**src/rtl/pc_sequencer.sv**
```systemverilog
// pc_sequencer: owns the fetch PC, issues word-addressed fetch requests over a
// valid/ready handshake, applies taken-branch redirects and buffers a redirect
// that lands while the current request is stalled.
module pc_sequencer #(
  parameter int               WIDTH    = 32,
  parameter logic [WIDTH-1:0] RESET_PC = '0
) (
  input  logic             Clk,
  input  logic             Reset,
  input  logic             Branch,
  input  logic             Zero,
  input  logic [WIDTH-1:0] PCBranch,
  input  logic             Halt,
  input  logic             FetchReady,
  output logic             FetchValid,
  output logic [WIDTH-1:0] PC,
  output logic [WIDTH-1:0] PCPlus1,
  output logic             RedirectPending,
  output logic             Squash,
  output logic [31:0]      FetchCount
);

  typedef enum logic {
    IDLE = 1'b0,
    RUN  = 1'b1
  } state_t;

  state_t           state, state_next;
  logic [WIDTH-1:0] pend_pc, pend_pc_next;
  logic [WIDTH-1:0] pc_next;
  logic             fetch_valid_next;
  logic             redirect_pending_next;
  logic             squash_next;
  logic [31:0]      fetch_count_next;

  logic accept;
  logic redirect;

  // A request completes when both sides agree in the same cycle.
  assign accept   = FetchValid && FetchReady;
  // While a redirect is buffered, everything in flight is wrong-path, so any
  // further taken branch is ignored.
  assign redirect = Branch && Zero && !RedirectPending;

  // Sequential PC of the current fetch; wraps naturally modulo 2^WIDTH.
  assign PCPlus1 = PC + WIDTH'(1);

  // State register: synchronous reset overrides everything, even mid-handshake.
  always_ff @(posedge Clk) begin
    // NOTE: non-blocking assignments here so every register samples the
    // pre-edge values computed by the combinational block, independent of order.
    if (Reset) begin
      state           <= IDLE;
      PC              <= RESET_PC;
      pend_pc         <= '0;
      FetchValid      <= 1'b0;
      RedirectPending <= 1'b0;
      Squash          <= 1'b0;
      FetchCount      <= '0;
    end else begin
      state           <= state_next;
      PC              <= pc_next;
      pend_pc         <= pend_pc_next;
      FetchValid      <= fetch_valid_next;
      RedirectPending <= redirect_pending_next;
      Squash          <= squash_next;
      FetchCount      <= fetch_count_next;
    end
  end

  // Next-state logic: PC selection in priority order, handshake hold, squash.
  always_comb begin
    // NOTE: every output of this block gets a hold/default value first so no
    // path through the case statement can infer a latch.
    state_next            = state;
    pc_next               = PC;
    pend_pc_next          = pend_pc;
    fetch_valid_next      = FetchValid;
    redirect_pending_next = RedirectPending;
    squash_next           = 1'b0;
    fetch_count_next      = FetchCount;

    unique case (state)
      IDLE: begin
        // First cycle out of reset: start fetching at RESET_PC unless halted.
        state_next       = RUN;
        fetch_valid_next = !Halt;
      end

      RUN: begin
        if (redirect && (accept || !FetchValid)) begin
          // Nothing is stalled, so the target can be taken immediately.
          pc_next = PCBranch;
        end else if (redirect) begin
          // Request is stalled: PC must hold, so park the target.
          pend_pc_next          = PCBranch;
          redirect_pending_next = 1'b1;
        end else if (RedirectPending && accept) begin
          // The stalled wrong-path request finally went out; jump now.
          pc_next               = pend_pc;
          redirect_pending_next = 1'b0;
        end else if (accept) begin
          pc_next = PCPlus1;
        end

        // A stalled request stays valid regardless of Halt; otherwise issue
        // a new request only while not halted.
        fetch_valid_next = (FetchValid && !FetchReady) || !Halt;
        squash_next      = redirect;
        if (accept) begin
          fetch_count_next = FetchCount + 32'd1;
        end
      end

      default: state_next = IDLE;
    endcase
  end

endmodule
```
**config.mk**
```make
export PLATFORM = sky130hd
export DESIGN_NAME = pc_sequencer
export DESIGN_NICKNAME = d
export VERILOG_FILES = /design/src/rtl/pc_sequencer.sv
export SDC_FILE = /design/constraint.sdc
export NUM_CORES = 1
export LEC_CHECK = 0
export ABC_AREA = 1
export CAP_MARGIN = 0
export CORE_ASPECT_RATIO = 0.7
export CORE_MARGIN = 2
export CORE_UTILIZATION = 51
export CTS_BUF_LIST = sky130_fd_sc_hd__clkbuf_8
export CTS_CLUSTER_DIAMETER = 200
export DETAILED_ROUTE_END_ITERATION = 7
export PLACE_DENSITY = 0.82
export SYNTH_ARGS = -nofsm -noshare
export SYNTH_HDL_FRONTEND = slang
export SYNTH_SLANG_ARGS = --single-unit
```
**constraint.sdc**
```tcl
create_clock -name Clk -period 1.79 [get_ports Clk]
set_clock_uncertainty 0.05 [all_clocks]
set_input_delay 0.358 -clock Clk [delete_from_list [all_inputs] [get_ports Clk]]
set_output_delay 0.358 -clock Clk [all_outputs]
set_load 0.03 [all_outputs]
```
==> impl_metrics.json <==
{
  "yosysSeqAreaShare_pct": 36.3,
  "start_util_pct": 52.8,
  "fin_crit_sh_pct": 137,
  "overflow": 0,
  "slowest_delay_ps": 380,
  "endpoint_kind": "output port",
  "grt_pass1_wl_mm": 32.8,
  "first_iter_violations": 1099,
  "grt_max_degree": 62,
  "synth_common_cells": "nand2_1, a21oi_1, dfxtp_1",
  "hold_viol_final": 0,
  "power_density_nw_per_um2": 567,
  "yosys.cell_types.count": 31,
  "violations": "setup timing",
  "synth_seq_cells": 100,
  "outcome": "finished with violations",
  "first_pass_iters": 6,
  "ir_drop_v": 0.000442,
  "synth_area_leaders": "dfxtp_1, nand2_1, a21oi_1",
  "power.leakage_uw": 0.00407,
  "place_area_um2": 7880,
  "synth_most_common_cell": "nand2_1",
  "pre_cts_ws_ps": -447,
  "core_area_um2": 10400,
  "synth_flop_cell": "dfxtp_1",
  "setup_ws_ps": -664,
  "vias": 7876,
  "holdWs_ps": 409,
  "fin_area_um2": 9100,
  "num_io_pins": 137,
  "rsz0062_at_grt": "yes",
  "cts_sinks": 100,
  "synth-edff-count": 0,
  "drt.antenna.violating_nets": 0,
  "finalPower_uw": 5170,
  "cp_cell_sequence": "buf_6 > clkinvlp_4 > nor2_4 > nand2_4 > buf_8 > buf_4 > nor2_4 > nand2_1 > nand2_2 > nand2_2 > buf_6",
  "htree_levels": 3,
  "period_needed_ps": 2450,
  "num_rows": 31,
  "netlist_instances": 870,
  "cts-root-buf": "clkbuf_8",
  "cp.required_ps": 1380,
  "nNetsFinal": 1170,
  "syn-num-nets": 910,
  "die_h_um": 91.0,
  "antenna_found_initial": 0,
  "clk_path_buf_depth": 2,
  "clkTransAtPathRegs_ps": 100,
  "area_growth_pct": 65.1,
  "grt_pass1_vias": 6561,
  "vias_per_cell": 6.22,
  "cp.arrival_ps": 2050,
  "hold_buffers": 0,
  "drc_errors": 0,
  "synth.largest_area_cell": "dfxtp_1",
  "tightest_slew_ps": 611,
  "cp_top_family": "simple AND/OR/NAND/NOR gates",
  "yosys.area.top_type_share_pct": 36.3,
  "slew_headroom_pct": 58.9,
  "grtUsageTotal_pct": 35.3,
  "slew_violations": 0,
  "synth_area_um2": 5510,
  "numPortBuffers": 136,
  "gp_congestion": 0.977,
  "synthArstFlopShare_pct": 0,
  "cp.buffers_inverters": 5,
  "critPathKind": "register to output port",
  "detail_route.wl_per_cell_um": 20.4,
  "syn_avg_cell_area_um2": 6.34,
  "fmax_mhz": 408,
  "drv_cap": 0,
  "setup_viol": 51,
  "drive_above_1_share_pct": 32.6,
  "cp-start-kind": "register",
  "cts_buffers": 9,
  "wl_mm": 25.8,
  "cts_tree": "yes",
  "clock_latency_ps": 390,
  "die_area_um2": 11700,
  "crit_slowest_cell": "dfxtp_4",
  "diodes": 0,
  "critPathMaxFanout": 6,
  "die_x_um": 128,
  "hpwl_mm": 13.1,
  "yosysWarnings": 0,
  "hp-class": "register to register"
}
tightest hold or removal path, stage by stage (launching register included):
cell     delay (ps)
dfxtp_1         310
inv_1            60
a21oi_1          50
state kept, by name, indices dropped and copies added (netlist names):
signal,count
PC,32
RedirectPending,1
Squash,1
FetchCount,32
FetchValid,1
state,1
pend_pc,32
layout make-up:
cell class	count	area (um^2)
inverters	100	379
repair buffers	283	2650
clock inverters	6	63.8
clock buffers	10	138
well taps	132	165
fillers	522	1330
multi-input cells	636	3670
flip-flops and latches	100	2030
worst paths after layout:
check	start	endpoint	slack [ps]	cells after the start
min reg2reg	pend_pc[29]	pend_pc[29]	410	2
min	pend_pc[29]	pend_pc[29]	410	2
max reg2reg	PC[0]	PC[23]	-580	18
max	PC[0]	PCPlus1[27]	-660	11
cells in the final DEF (no fill, tap or decap), types with 2 or more instances in the layout:
master,instances
xor2_1,4
nor3_1,4
nand3_1,18
dfxtp_2,15
buf_4,110
o21ai_0,90
nand3_2,19
nand3b_1,7
buf_12,11
o21ai_2,2
buf_6,57
dfxtp_4,3
nand2_4,13
a21oi_2,5
nor4_1,3
clkbuf_8,10
dfxtp_1,82
nor2_1,76
dlygate4sd2_1,63
nor2_4,19
a21oi_1,134
clkdlybuf4s50_1,36
and2_1,2
o21ai_1,4
nand2_1,139
xor2_4,4
xnor2_4,4
o21a_1,3
inv_2,11
clkbuf_2,3
clkinvlp_4,2
nand4_1,7
nand2_2,53
inv_1,89
nor2_2,14
nand3_4,2
metrics by stage:
step	setup TNS (ps)	instances	util, %
floorplan	-347	870	-
global placement	-14890	1209	75.5
detailed placement	-19720	1209	75.5
CTS	-13470	1258	82.2
global route	-21040	1267	87.3
finish	-16890	1267	87.3
where the power goes:
part           internal, uW  leakage, uW  switching (uW)
Clock                   687     0.000104             910
Sequential             2290     0.000820            76.0
Combinational           501      0.00314             699
timing repair:
action | in CTS | in global routing
endpoints found under the setup margin | 100 | 77
buffers inserted | 33 | 23
gates resized for setup | 169 | 129
pin swaps | 36 | 49
hold endpoints to repair | 0 | 0
layer usage:
metal / vias to the layer above / track usage, % / wire length (um) / part of all wire, %
li1: 3341 / - / - / -
met1: 3512 / 47.4 / 9270 / 36
met2: 766 / 54.3 / 11100 / 43
met3: 257 / 9.02 / 3260 / 13
met4: 0 / 13.3 / 2120 / 8.2
met5: - / 0 / 0 / 0
cells by family after synthesis:
| group | share of synthesized area (%) |
|---|---|
| AO/OA/AOI/OAI | 22.1 |
| XOR/XNOR | 2.22 |
| adder cells (fa/ha/maj) | 0.454 |
| buffers and inverters | 9.28 |
| flip-flops | 36.3 |
| AND/OR/NAND/NOR | 29.6 |
No activity file was read; power rests on OpenSTA's default activity.
